$ cat config.mk
export PLATFORM = sky130hd
export DESIGN_NAME = vga_fb_arbiter_flat
export DESIGN_NICKNAME = d
export VERILOG_FILES = /design/src/rtl/vga_fb_arbiter_if.sv /design/src/rtl/vga_fb_arbiter.sv /design/src/flat_wrapper.sv
export SDC_FILE = /design/constraint.sdc
export NUM_CORES = 1
export LEC_CHECK = 0
export CAP_MARGIN = 20
export CORE_MARGIN = 5
export CORE_UTILIZATION = 30
export DETAILED_ROUTE_END_ITERATION = 6
export PLACE_DENSITY = 0.7
export SLEW_MARGIN = 20
export SYNTH_ARGS = -nofsm -noshare
export SYNTH_HDL_FRONTEND = slang
export SYNTH_SLANG_ARGS = --single-unit
export TNS_END_PERCENT = 1
$ cat constraint.sdc
create_clock -name clk50 -period 1.5 [get_ports clk50]
set_input_delay 0.375 -clock clk50 [delete_from_list [all_inputs] [get_ports clk50]]
set_output_delay 0.375 -clock clk50 [all_outputs]
set_load 0.01 [all_outputs]
$ cat src/rtl/vga_fb_arbiter_if.sv
// ---------------------------------------------------------------------------
// vga_fb_arbiter_if
// Signal bundle between the frame-buffer arbiter and its environment: the
// timing block (blank), the display scan-out fetch, the draw engine and the
// single-port frame RAM.
//
// Modports
//   slave  : arbiter side. Takes blank, both requests and RAM read data.
//            Drives the grants, read returns, the RAM command and underrun.
//   master : environment side, the mirror image of slave.
//
// Parameters
//   ADDR_W : frame-buffer word address width
//   DATA_W : frame-buffer word width
// ---------------------------------------------------------------------------
interface vga_fb_arbiter_if #(
    parameter int ADDR_W = 15,
    parameter int DATA_W = 8
) ();
    logic              blank;

    logic              disp_req;
    logic [ADDR_W-1:0] disp_addr;
    logic              disp_gnt;
    logic              disp_rvalid;
    logic [DATA_W-1:0] disp_rdata;

    logic              draw_req;
    logic              draw_we;
    logic [ADDR_W-1:0] draw_addr;
    logic [DATA_W-1:0] draw_wdata;
    logic              draw_gnt;
    logic              draw_rvalid;
    logic [DATA_W-1:0] draw_rdata;

    logic              mem_en;
    logic              mem_we;
    logic [ADDR_W-1:0] mem_addr;
    logic [DATA_W-1:0] mem_wdata;
    logic [DATA_W-1:0] mem_rdata;

    logic              underrun;

    modport slave (
        input  blank,
        input  disp_req, disp_addr,
        output disp_gnt, disp_rvalid, disp_rdata,
        input  draw_req, draw_we, draw_addr, draw_wdata,
        output draw_gnt, draw_rvalid, draw_rdata,
        output mem_en, mem_we, mem_addr, mem_wdata,
        input  mem_rdata,
        output underrun
    );

    modport master (
        output blank,
        output disp_req, disp_addr,
        input  disp_gnt, disp_rvalid, disp_rdata,
        output draw_req, draw_we, draw_addr, draw_wdata,
        input  draw_gnt, draw_rvalid, draw_rdata,
        input  mem_en, mem_we, mem_addr, mem_wdata,
        output mem_rdata,
        input  underrun
    );
endinterface

$ cat src/rtl/vga_fb_arbiter.sv
// ---------------------------------------------------------------------------
// vga_fb_arbiter
// Shares one single-port frame RAM between the display scan-out fetch and the
// draw engine, all in the clk50 domain.
//   - Active video (blank=0): the display wins whenever it requests.
//   - Blanking (blank=1): a lone request wins; with both pending, a
//     round-robin pointer alternates the winner.
//   - Grants are combinational. The RAM command is registered one cycle after
//     the grant, and read data returns to the owner two cycles after it.
//   - underrun is a sticky flag raised when a display request has waited
//     UNDERRUN_LIM consecutive cycles.
//
// Optional build macro
//   VGA_FB_STARVE_EN : in active video, a draw request that has waited
//                      STARVE_MAX consecutive cycles takes one grant from
//                      the display.
//
// Ports
//   clk50 : 50 MHz system clock
//   rst_n : asynchronous active-low reset
//   bus   : vga_fb_arbiter_if.slave (requesters, RAM command/data, underrun)
// ---------------------------------------------------------------------------
module vga_fb_arbiter #(
    parameter int ADDR_W       = 15,
    parameter int DATA_W       = 8,
    parameter int STARVE_MAX   = 8,
    parameter int UNDERRUN_LIM = 2
) (
    input  logic            clk50,
    input  logic            rst_n,
    vga_fb_arbiter_if.slave bus
);
    typedef enum logic {SRC_DISP = 1'b0, SRC_DRAW = 1'b1} src_e;

    localparam int              DW_W   = $clog2(UNDERRUN_LIM + 1);
    localparam logic [DW_W-1:0] DW_MAX = DW_W'(UNDERRUN_LIM);
    localparam logic [DW_W-1:0] DW_ONE = DW_W'(1);

    src_e              rr_q;          // requester preferred on a blanking tie
    logic              disp_gnt, draw_gnt;
    logic              force_draw;

    // Command stage: what the RAM sees, plus the owner of that access.
    logic              mem_en_q, mem_we_q;
    logic [ADDR_W-1:0] mem_addr_q;
    logic [DATA_W-1:0] mem_wdata_q;
    src_e              src1_q;

    // Return stage: a read issued last cycle has its data on mem_rdata now.
    logic              rd2_q;
    src_e              src2_q;
    logic              disp_rvalid, draw_rvalid;
    logic [DATA_W-1:0] disp_hold_q, draw_hold_q;

    logic [DW_W-1:0]   disp_wait_q, disp_wait_d;
    logic              underrun_q;

`ifdef VGA_FB_STARVE_EN
    localparam int              SW_W   = $clog2(STARVE_MAX + 1);
    localparam logic [SW_W-1:0] SW_MAX = SW_W'(STARVE_MAX);
    localparam logic [SW_W-1:0] SW_ONE = SW_W'(1);

    logic [SW_W-1:0] draw_wait_q, draw_wait_d;

    assign force_draw = !bus.blank && bus.draw_req && (draw_wait_q == SW_MAX);

    always_comb begin
        draw_wait_d = '0;
        if (bus.draw_req && !draw_gnt)
            draw_wait_d = (draw_wait_q == SW_MAX) ? SW_MAX : draw_wait_q + SW_ONE;
    end

    always_ff @(posedge clk50 or negedge rst_n) begin
        if (!rst_n) draw_wait_q <= '0;
        else        draw_wait_q <= draw_wait_d;
    end
`else
    logic unused_starve_cfg;
    assign unused_starve_cfg = (STARVE_MAX == 0);
    assign force_draw        = 1'b0;
`endif

    // Arbitration looks only at the current blank, so a phase change takes
    // effect in the same cycle and never withholds a grant.
    always_comb begin
        // NOTE: every output of a combinational block gets a default first, so no latch is inferred.
        disp_gnt = 1'b0;
        draw_gnt = 1'b0;
        if (!bus.blank) begin
            if (force_draw)        draw_gnt = 1'b1;
            else if (bus.disp_req) disp_gnt = 1'b1;
            else                   draw_gnt = bus.draw_req;
        end else if (bus.disp_req && bus.draw_req) begin
            disp_gnt = (rr_q == SRC_DISP);
            draw_gnt = (rr_q == SRC_DRAW);
        end else begin
            disp_gnt = bus.disp_req;
            draw_gnt = bus.draw_req;
        end
    end

    always_comb begin
        disp_wait_d = '0;
        if (bus.disp_req && !disp_gnt)
            disp_wait_d = (disp_wait_q == DW_MAX) ? DW_MAX : disp_wait_q + DW_ONE;
    end

    assign disp_rvalid = rd2_q && (src2_q == SRC_DISP);
    assign draw_rvalid = rd2_q && (src2_q == SRC_DRAW);

    // NOTE: sequential state uses non-blocking assignments, so every register samples pre-edge values.
    always_ff @(posedge clk50 or negedge rst_n) begin
        if (!rst_n) begin
            rr_q        <= SRC_DISP;
            mem_en_q    <= 1'b0;
            mem_we_q    <= 1'b0;
            mem_addr_q  <= '0;
            mem_wdata_q <= '0;
            src1_q      <= SRC_DISP;
            rd2_q       <= 1'b0;
            src2_q      <= SRC_DISP;
            disp_hold_q <= '0;
            draw_hold_q <= '0;
            disp_wait_q <= '0;
            underrun_q  <= 1'b0;
        end else begin
            mem_en_q <= disp_gnt | draw_gnt;
            mem_we_q <= draw_gnt & bus.draw_we;
            // Address and write data hold their last value when nothing is granted.
            if (disp_gnt) begin
                mem_addr_q <= bus.disp_addr;
                src1_q     <= SRC_DISP;
            end else if (draw_gnt) begin
                mem_addr_q  <= bus.draw_addr;
                mem_wdata_q <= bus.draw_wdata;
                src1_q      <= SRC_DRAW;
            end

            rd2_q  <= mem_en_q & ~mem_we_q;
            src2_q <= src1_q;

            if (disp_rvalid) disp_hold_q <= bus.mem_rdata;
            if (draw_rvalid) draw_hold_q <= bus.mem_rdata;

            // The pointer always moves away from whoever just won.
            if (disp_gnt)      rr_q <= SRC_DRAW;
            else if (draw_gnt) rr_q <= SRC_DISP;

            disp_wait_q <= disp_wait_d;
            if (disp_wait_d == DW_MAX) underrun_q <= 1'b1;
        end
    end

    assign bus.disp_gnt    = disp_gnt;
    assign bus.draw_gnt    = draw_gnt;
    assign bus.mem_en      = mem_en_q;
    assign bus.mem_we      = mem_we_q;
    assign bus.mem_addr    = mem_addr_q;
    assign bus.mem_wdata   = mem_wdata_q;
    assign bus.disp_rvalid = disp_rvalid;
    assign bus.draw_rvalid = draw_rvalid;
    // Read data goes straight through in the return cycle and is held otherwise.
    assign bus.disp_rdata  = disp_rvalid ? bus.mem_rdata : disp_hold_q;
    assign bus.draw_rdata  = draw_rvalid ? bus.mem_rdata : draw_hold_q;
    assign bus.underrun    = underrun_q;
endmodule

$ cat src/flat_wrapper.sv
// flat-port wrapper written by rule: the top's interface ports become plain ports
module vga_fb_arbiter_flat 
#(
    parameter int ADDR_W       = 15,
    parameter int DATA_W       = 8,
    parameter int STARVE_MAX   = 8,
    parameter int UNDERRUN_LIM = 2
)
  (clk50, rst_n, bus_blank, bus_disp_req, bus_disp_addr, bus_disp_gnt, bus_disp_rvalid, bus_disp_rdata, bus_draw_req, bus_draw_we, bus_draw_addr, bus_draw_wdata, bus_draw_gnt, bus_draw_rvalid, bus_draw_rdata, bus_mem_en, bus_mem_we, bus_mem_addr, bus_mem_wdata, bus_mem_rdata, bus_underrun);
  vga_fb_arbiter_if #(.ADDR_W(ADDR_W), .DATA_W(DATA_W)) bus_i ();
  input  logic clk50;
  input  logic rst_n;
  input wire logic [$bits(bus_i.blank)-1:0] bus_blank;
  input wire logic [$bits(bus_i.disp_req)-1:0] bus_disp_req;
  input wire logic [$bits(bus_i.disp_addr)-1:0] bus_disp_addr;
  output wire logic [$bits(bus_i.disp_gnt)-1:0] bus_disp_gnt;
  output wire logic [$bits(bus_i.disp_rvalid)-1:0] bus_disp_rvalid;
  output wire logic [$bits(bus_i.disp_rdata)-1:0] bus_disp_rdata;
  input wire logic [$bits(bus_i.draw_req)-1:0] bus_draw_req;
  input wire logic [$bits(bus_i.draw_we)-1:0] bus_draw_we;
  input wire logic [$bits(bus_i.draw_addr)-1:0] bus_draw_addr;
  input wire logic [$bits(bus_i.draw_wdata)-1:0] bus_draw_wdata;
  output wire logic [$bits(bus_i.draw_gnt)-1:0] bus_draw_gnt;
  output wire logic [$bits(bus_i.draw_rvalid)-1:0] bus_draw_rvalid;
  output wire logic [$bits(bus_i.draw_rdata)-1:0] bus_draw_rdata;
  output wire logic [$bits(bus_i.mem_en)-1:0] bus_mem_en;
  output wire logic [$bits(bus_i.mem_we)-1:0] bus_mem_we;
  output wire logic [$bits(bus_i.mem_addr)-1:0] bus_mem_addr;
  output wire logic [$bits(bus_i.mem_wdata)-1:0] bus_mem_wdata;
  input wire logic [$bits(bus_i.mem_rdata)-1:0] bus_mem_rdata;
  output wire logic [$bits(bus_i.underrun)-1:0] bus_underrun;
  assign bus_i.blank = bus_blank;
  assign bus_i.disp_req = bus_disp_req;
  assign bus_i.disp_addr = bus_disp_addr;
  assign bus_disp_gnt = bus_i.disp_gnt;
  assign bus_disp_rvalid = bus_i.disp_rvalid;
  assign bus_disp_rdata = bus_i.disp_rdata;
  assign bus_i.draw_req = bus_draw_req;
  assign bus_i.draw_we = bus_draw_we;
  assign bus_i.draw_addr = bus_draw_addr;
  assign bus_i.draw_wdata = bus_draw_wdata;
  assign bus_draw_gnt = bus_i.draw_gnt;
  assign bus_draw_rvalid = bus_i.draw_rvalid;
  assign bus_draw_rdata = bus_i.draw_rdata;
  assign bus_mem_en = bus_i.mem_en;
  assign bus_mem_we = bus_i.mem_we;
  assign bus_mem_addr = bus_i.mem_addr;
  assign bus_mem_wdata = bus_i.mem_wdata;
  assign bus_i.mem_rdata = bus_mem_rdata;
  assign bus_underrun = bus_i.underrun;
  vga_fb_arbiter #(.ADDR_W(ADDR_W), .DATA_W(DATA_W), .STARVE_MAX(STARVE_MAX), .UNDERRUN_LIM(UNDERRUN_LIM)) u_core (.clk50(clk50), .rst_n(rst_n), .bus(bus_i));
endmodule
======== Yosys cells after proc, flatten, opt, wreduce, memory -nomap -nowiden ========
Cells that the tools add are included.
W data, S select, Z words.
storage, ports and cells
  bits in registers ....................... 48
  input bits .............................. 52
cells by class
  $add $sub $neg .......................... 1
  equal/unequal tests ..................... 2
  muxes and demuxes ....................... 16
  bitwise logic cells ..................... 7
  reductions and logical operators ........ 7
operator list
  cell                   count
  $mux W15               2
  $mux W8                2
  $mux W1                10
  $eq A2 B2 Y1 const B   2
  $logic_and A1 B1 Y1    4
  $mux W2                2
  $not A1 Y1             4
  $add A2 B1 Y2 const B  1
  $and A1 B1 Y1          2
  $reduce_and A2 Y1      1
  $reduce_bool A2 Y1     1
  $logic_not A1 Y1       1
  $or A1 B1 Y1           1

======== Longest topological paths before layout ========
  depth after elaboration ................. 7
  gate-level depth with buffers ........... 5

======== Least setup slack after synthesis ========
No wires, ideal clock.
  path type ............................... reg-to-output
  start ................................... register u_core.rd2_q
  end ..................................... output port bus_disp_rdata[0]
  data arrival time ....................... 1.115 ns
  setup slack ............................. 0.010 ns
  stages on the path, launching flop included .. 4
  buffers on the path ..................... 1
  path through ............................ dfrtp_1 > nand2b_1 > clkbuf_1 > mux2_2
on the way
  word-level cells in the longest chain between the ends .. 2
RTL lines
  element                 line                   RTL
  from (decl)             vga_fb_arbiter.sv:50   logic rd2_q;
  from (signal assigned)  vga_fb_arbiter.sv:139  rd2_q <= mem_en_q & ~mem_we_q;
  $logic_and A1 B1 Y1     vga_fb_arbiter.sv:108  assign disp_rvalid = rd2_q && (src2_q == SRC_DISP);
  $mux W8                 vga_fb_arbiter.sv:163  assign bus.disp_rdata = disp_rvalid ? bus.mem_rdata : disp_hold_q;
  to (decl)               flat_wrapper.sv:18     output wire logic [$bits(bus_i.disp_rdata)-1:0] bus_disp_rdata;
No other way between the ends.

======== Worst setup path after layout ========
  start ................................... register u_core.rd2_q
  end ..................................... output port bus_draw_rdata[7]
on the way
  word-level cells in the longest chain between the ends .. 2
RTL lines
  element              line                   RTL
  $logic_and A1 B1 Y1  vga_fb_arbiter.sv:109  assign draw_rvalid = rd2_q && (src2_q == SRC_DRAW);
  $mux W8              vga_fb_arbiter.sv:164  assign bus.draw_rdata = draw_rvalid ? bus.mem_rdata : draw_hold_q;
  to (decl)            flat_wrapper.sv:25     output wire logic [$bits(bus_i.draw_rdata)-1:0] bus_draw_rdata;
No other way between the ends.

==> results.yml <==
critical_path:
  cp_max_fo: 4
  crit_required_ps: 1120
  crit_family: "flip-flops"
  cp_slowest_stage_delay_ps: 420
  worst_ep_arrival_time_ps: 1440
  crit_type: "reg -> out"
  r2r_slack_ps: 120
  reg2reg_depth: 4
  crit_path_start_kind: "register"
  r2r-start: "u_core.rr_q"
  crit_slowest_cell: "dfrtp_1"
  crit_path_cell_trace: "nand2_2 > buf_16 > mux2_4 > buf_6"
  r2r-end: "u_core.bus.mem_wdata[7]"
  endpoint_kind: "output pin"
  crit_buf_inv: 2
clock_tree:
  clk_latency_ps: 290
  cts-root-buf: "clkbuf_8"
  cts_max_path_buffers: 2
  post_cts_buffers: 0
  cts_sinks: 48
  htreeDepth: 2
  cts_buffers: 5
  ctsHoldBuffers: 0
  cts_tree: "done"
  path_clk_slew_ps: 80
timing:
  final_max_slew_viol_count: 0
  final.setup.tns_ps: -4850
  clock_skew_ps: 3.71
  fin_ws_ps: -317
  hold_viol_final: 0
  whs_ps: 40.8
  tightest_slew_ps: 256
  relSlewSlack: 0.829
  setup_viol: 19
  final.min_clock_period_ps: 1820
  rsz0062_at_grt: "yes"
  fmax_mhz: 550
  fin_crit_sh: 1.21
logic_synthesis:
  synth_mux_area_frac: 0.149
  ys_seq_elements: 48
  synthCells: 133
  yosysTopAreaCell: "dfrtp_1"
  syn_area_mm2: 0.00191
  synth-seq-area-share: 0.628
  synth_simple_gate_area_frac: 0.0798
  synthAdderAreaFrac: 0.00654
  synth_xor_area_frac: 0
  synth_top_area_share: 0.628
  synth_area_per_cell_um2: 14.4
  synth_top_family_by_area: "multiplexers"
  ys_top_cells_by_area: "dfrtp_1 63%, mux2_2 9.4%, a221o_1 7.3%"
  yosysUniqueCellTypes: 21
  synth_fp_nets: 186
  yosysWarnings: 0
  synth_compound_area_frac: 0.0962
global_routing:
  grt_max_degree: 49
  grt_overflow: 0
  antenna_found_initial: 0
  first_global_vias: 1599
  grt_pass1_wl_um: 8000
  track_usage: 0.123
drt:
  route.detailed.drc: 0
  drt_wl_total_um: 4890
  dr.first_iter.drc_count: 29
  num_vias: 1485
  wl_per_cell_um: 15.1
  dr.pass1.iters: 4
  viasPerCell: 4.60
  ant_nets: 0
cells_and_area:
  num-nets-final: 298
  fillers: 593
  drive_above_1_share: 0.268
  final_cells: 323
  antennaDiodeCount: 0
  areaGrowthSynthToFinish_pct: 67.7
  design_area_mm2: 0.00321
  final_core_util: 0.511
outcome:
  violations: "setup timing"
  status: "finished with violations"
power_and_ir_drop:
  p_switching_uw: 870
  pwr-share-seq: 0.446
  leakage_uw: 0.00154
  ir_drop_mv: 0.523
  swShare: 0.251
  combPwrFrac: 0.294
  p_per_area_mw_per_mm2: 1080
  internal-power_uw: 2600
  clock_power_share: 0.260
floorplanning:
  die_h_um: 89.8
  core_area_mm2: 0.00628
  die_w_um: 89.8
  start_util: 0.305
  die-area_mm2: 0.00807
  io_pins: 98
  core.rowCount: 29
placed_design:
  placedInstanceArea_mm2: 0.00306
  hpwlAfterDp_um: 3580
  port_buffers: 97
  placed_cells: 314
  routabilityCongestion: 0.690
run:
  max-cap-violations: 0
min_path:
  hold_path_class: "in -> async"
==> layer usage <==
metal	track usage	wire length [µm]	vias up
li1	-	-	697
met1	0.147	2080	713
met2	0.198	2310	71
met3	0.0576	453	4
met4	0.0340	46	0
met5	0	0	-
==> state kept, by name, indices dropped and copies added (netlist names), 2 cells and up <==
signal                count
u_core.bus.mem_wdata      8
u_core.disp_wait_q        2
u_core.disp_hold_q        8
u_core.draw_hold_q        8
u_core.bus.mem_addr      15
==> stage by stage <==
step / worst slack, ps / total power, µW
final: -317 / 3470
after global routing: -374 / 3660
after CTS: -340 / 3530
after detailed placement: -642 / 2590
after global placement: -657 / 2570
after floorplan: 10.2 / 1940
==> kinds of logic after synthesis <==
family,after synthesis
multiplexers,24
flip-flops,48
AO/OA/AOI/OAI,20
buffers and inverters,14
adder cells (fa/ha/maj),1
AND/OR/NAND/NOR,26
==> worst register-to-register path, delay by kind of cell, from the launching register on <==
family	cells	cell delay (ps)
flops	1	400
buf+inv	1	160
simple gates	1	170
mux	1	340
compound gates	1	200
==> worst max path at each step <==
stage / from / to / slack [ps] / cells after the start
final: u_core.rd2_q / bus_draw_rdata[7] / -320 / 4
after global routing: u_core.rd2_q / bus_draw_rdata[0] / -370 / 4
after CTS: u_core.rd2_q / bus_draw_rdata[3] / -340 / 4
after detailed placement: bus_disp_req / bus_draw_gnt / -640 / 4
after global placement: bus_disp_req / bus_draw_gnt / -660 / 4
after floorplan: u_core.rd2_q / bus_disp_rdata[0] / 10 / 3
==> layout by cell type (no fill, tap or decap) <==
cell type and instances:
a21bo_1 1, a21o_1 2, a221o_1 14, and2_1 14
and2_4 1, and3_1 4, buf_12 3, buf_16 1
buf_2 6, buf_4 9, buf_6 15, buf_8 1
bufinv_16 1, clkbuf_1 1, clkbuf_8 5, clkdlybuf4s50_1 47
clkinv_2 1, dfrtp_1 48, dlygate4sd2_1 29, ha_1 1
inv_1 8, mux2_1 4, mux2_2 8, mux2_4 12
nand2_1 2, nand2_2 1, nand2b_4 1, nor2_1 1
nor2_2 1, nor2b_1 1, o21ai_0 2, o221ai_1 1
==> power groups by stage <==
stage / logic (µW) / clock network, µW / registers, µW
finish: 1020 / 903 / 1550
global route: 1100 / 995 / 1570
global placement: 1010 / 0 / 1560
detailed placement: 1020 / 0 / 1570
CTS: 1040 / 939 / 1550
floorplan: 346 / 0 / 1600
==> cell type report <==
cell class                 instances  area, µm²  area share
inverter                           8       30.0     0.00937
timing repair buffer             111       1090       0.341
sequential                        48       1200       0.375
multi-input combinational         71        677       0.211
clock inverter                     2       35.0      0.0109
clock buffer                       6       72.6      0.0226
tap                               77       96.3      0.0301
==> Yosys cell counts <==
master,count
buf_2,1
dfrtp_1,48
nand2_1,3
a21o_1,2
o221ai_1,1
mux2_4,4
clkbuf_1,2
a21bo_1,1
mux2_1,4
and2_1,14
mux2_2,16
nand2b_1,1
and2_4,1
inv_1,8
and3_1,4
a221o_1,14
ha_1,1
buf_6,3
nor2_1,2
o21ai_0,2
nor2b_1,1
==> what timing repair did <==
action,in CTS,in global routing
endpoints found under the setup margin,69,20
cloned,1,0
pin swaps,2,1
gates resized for setup,138,0
No activity file was read; power rests on OpenSTA's default activity.
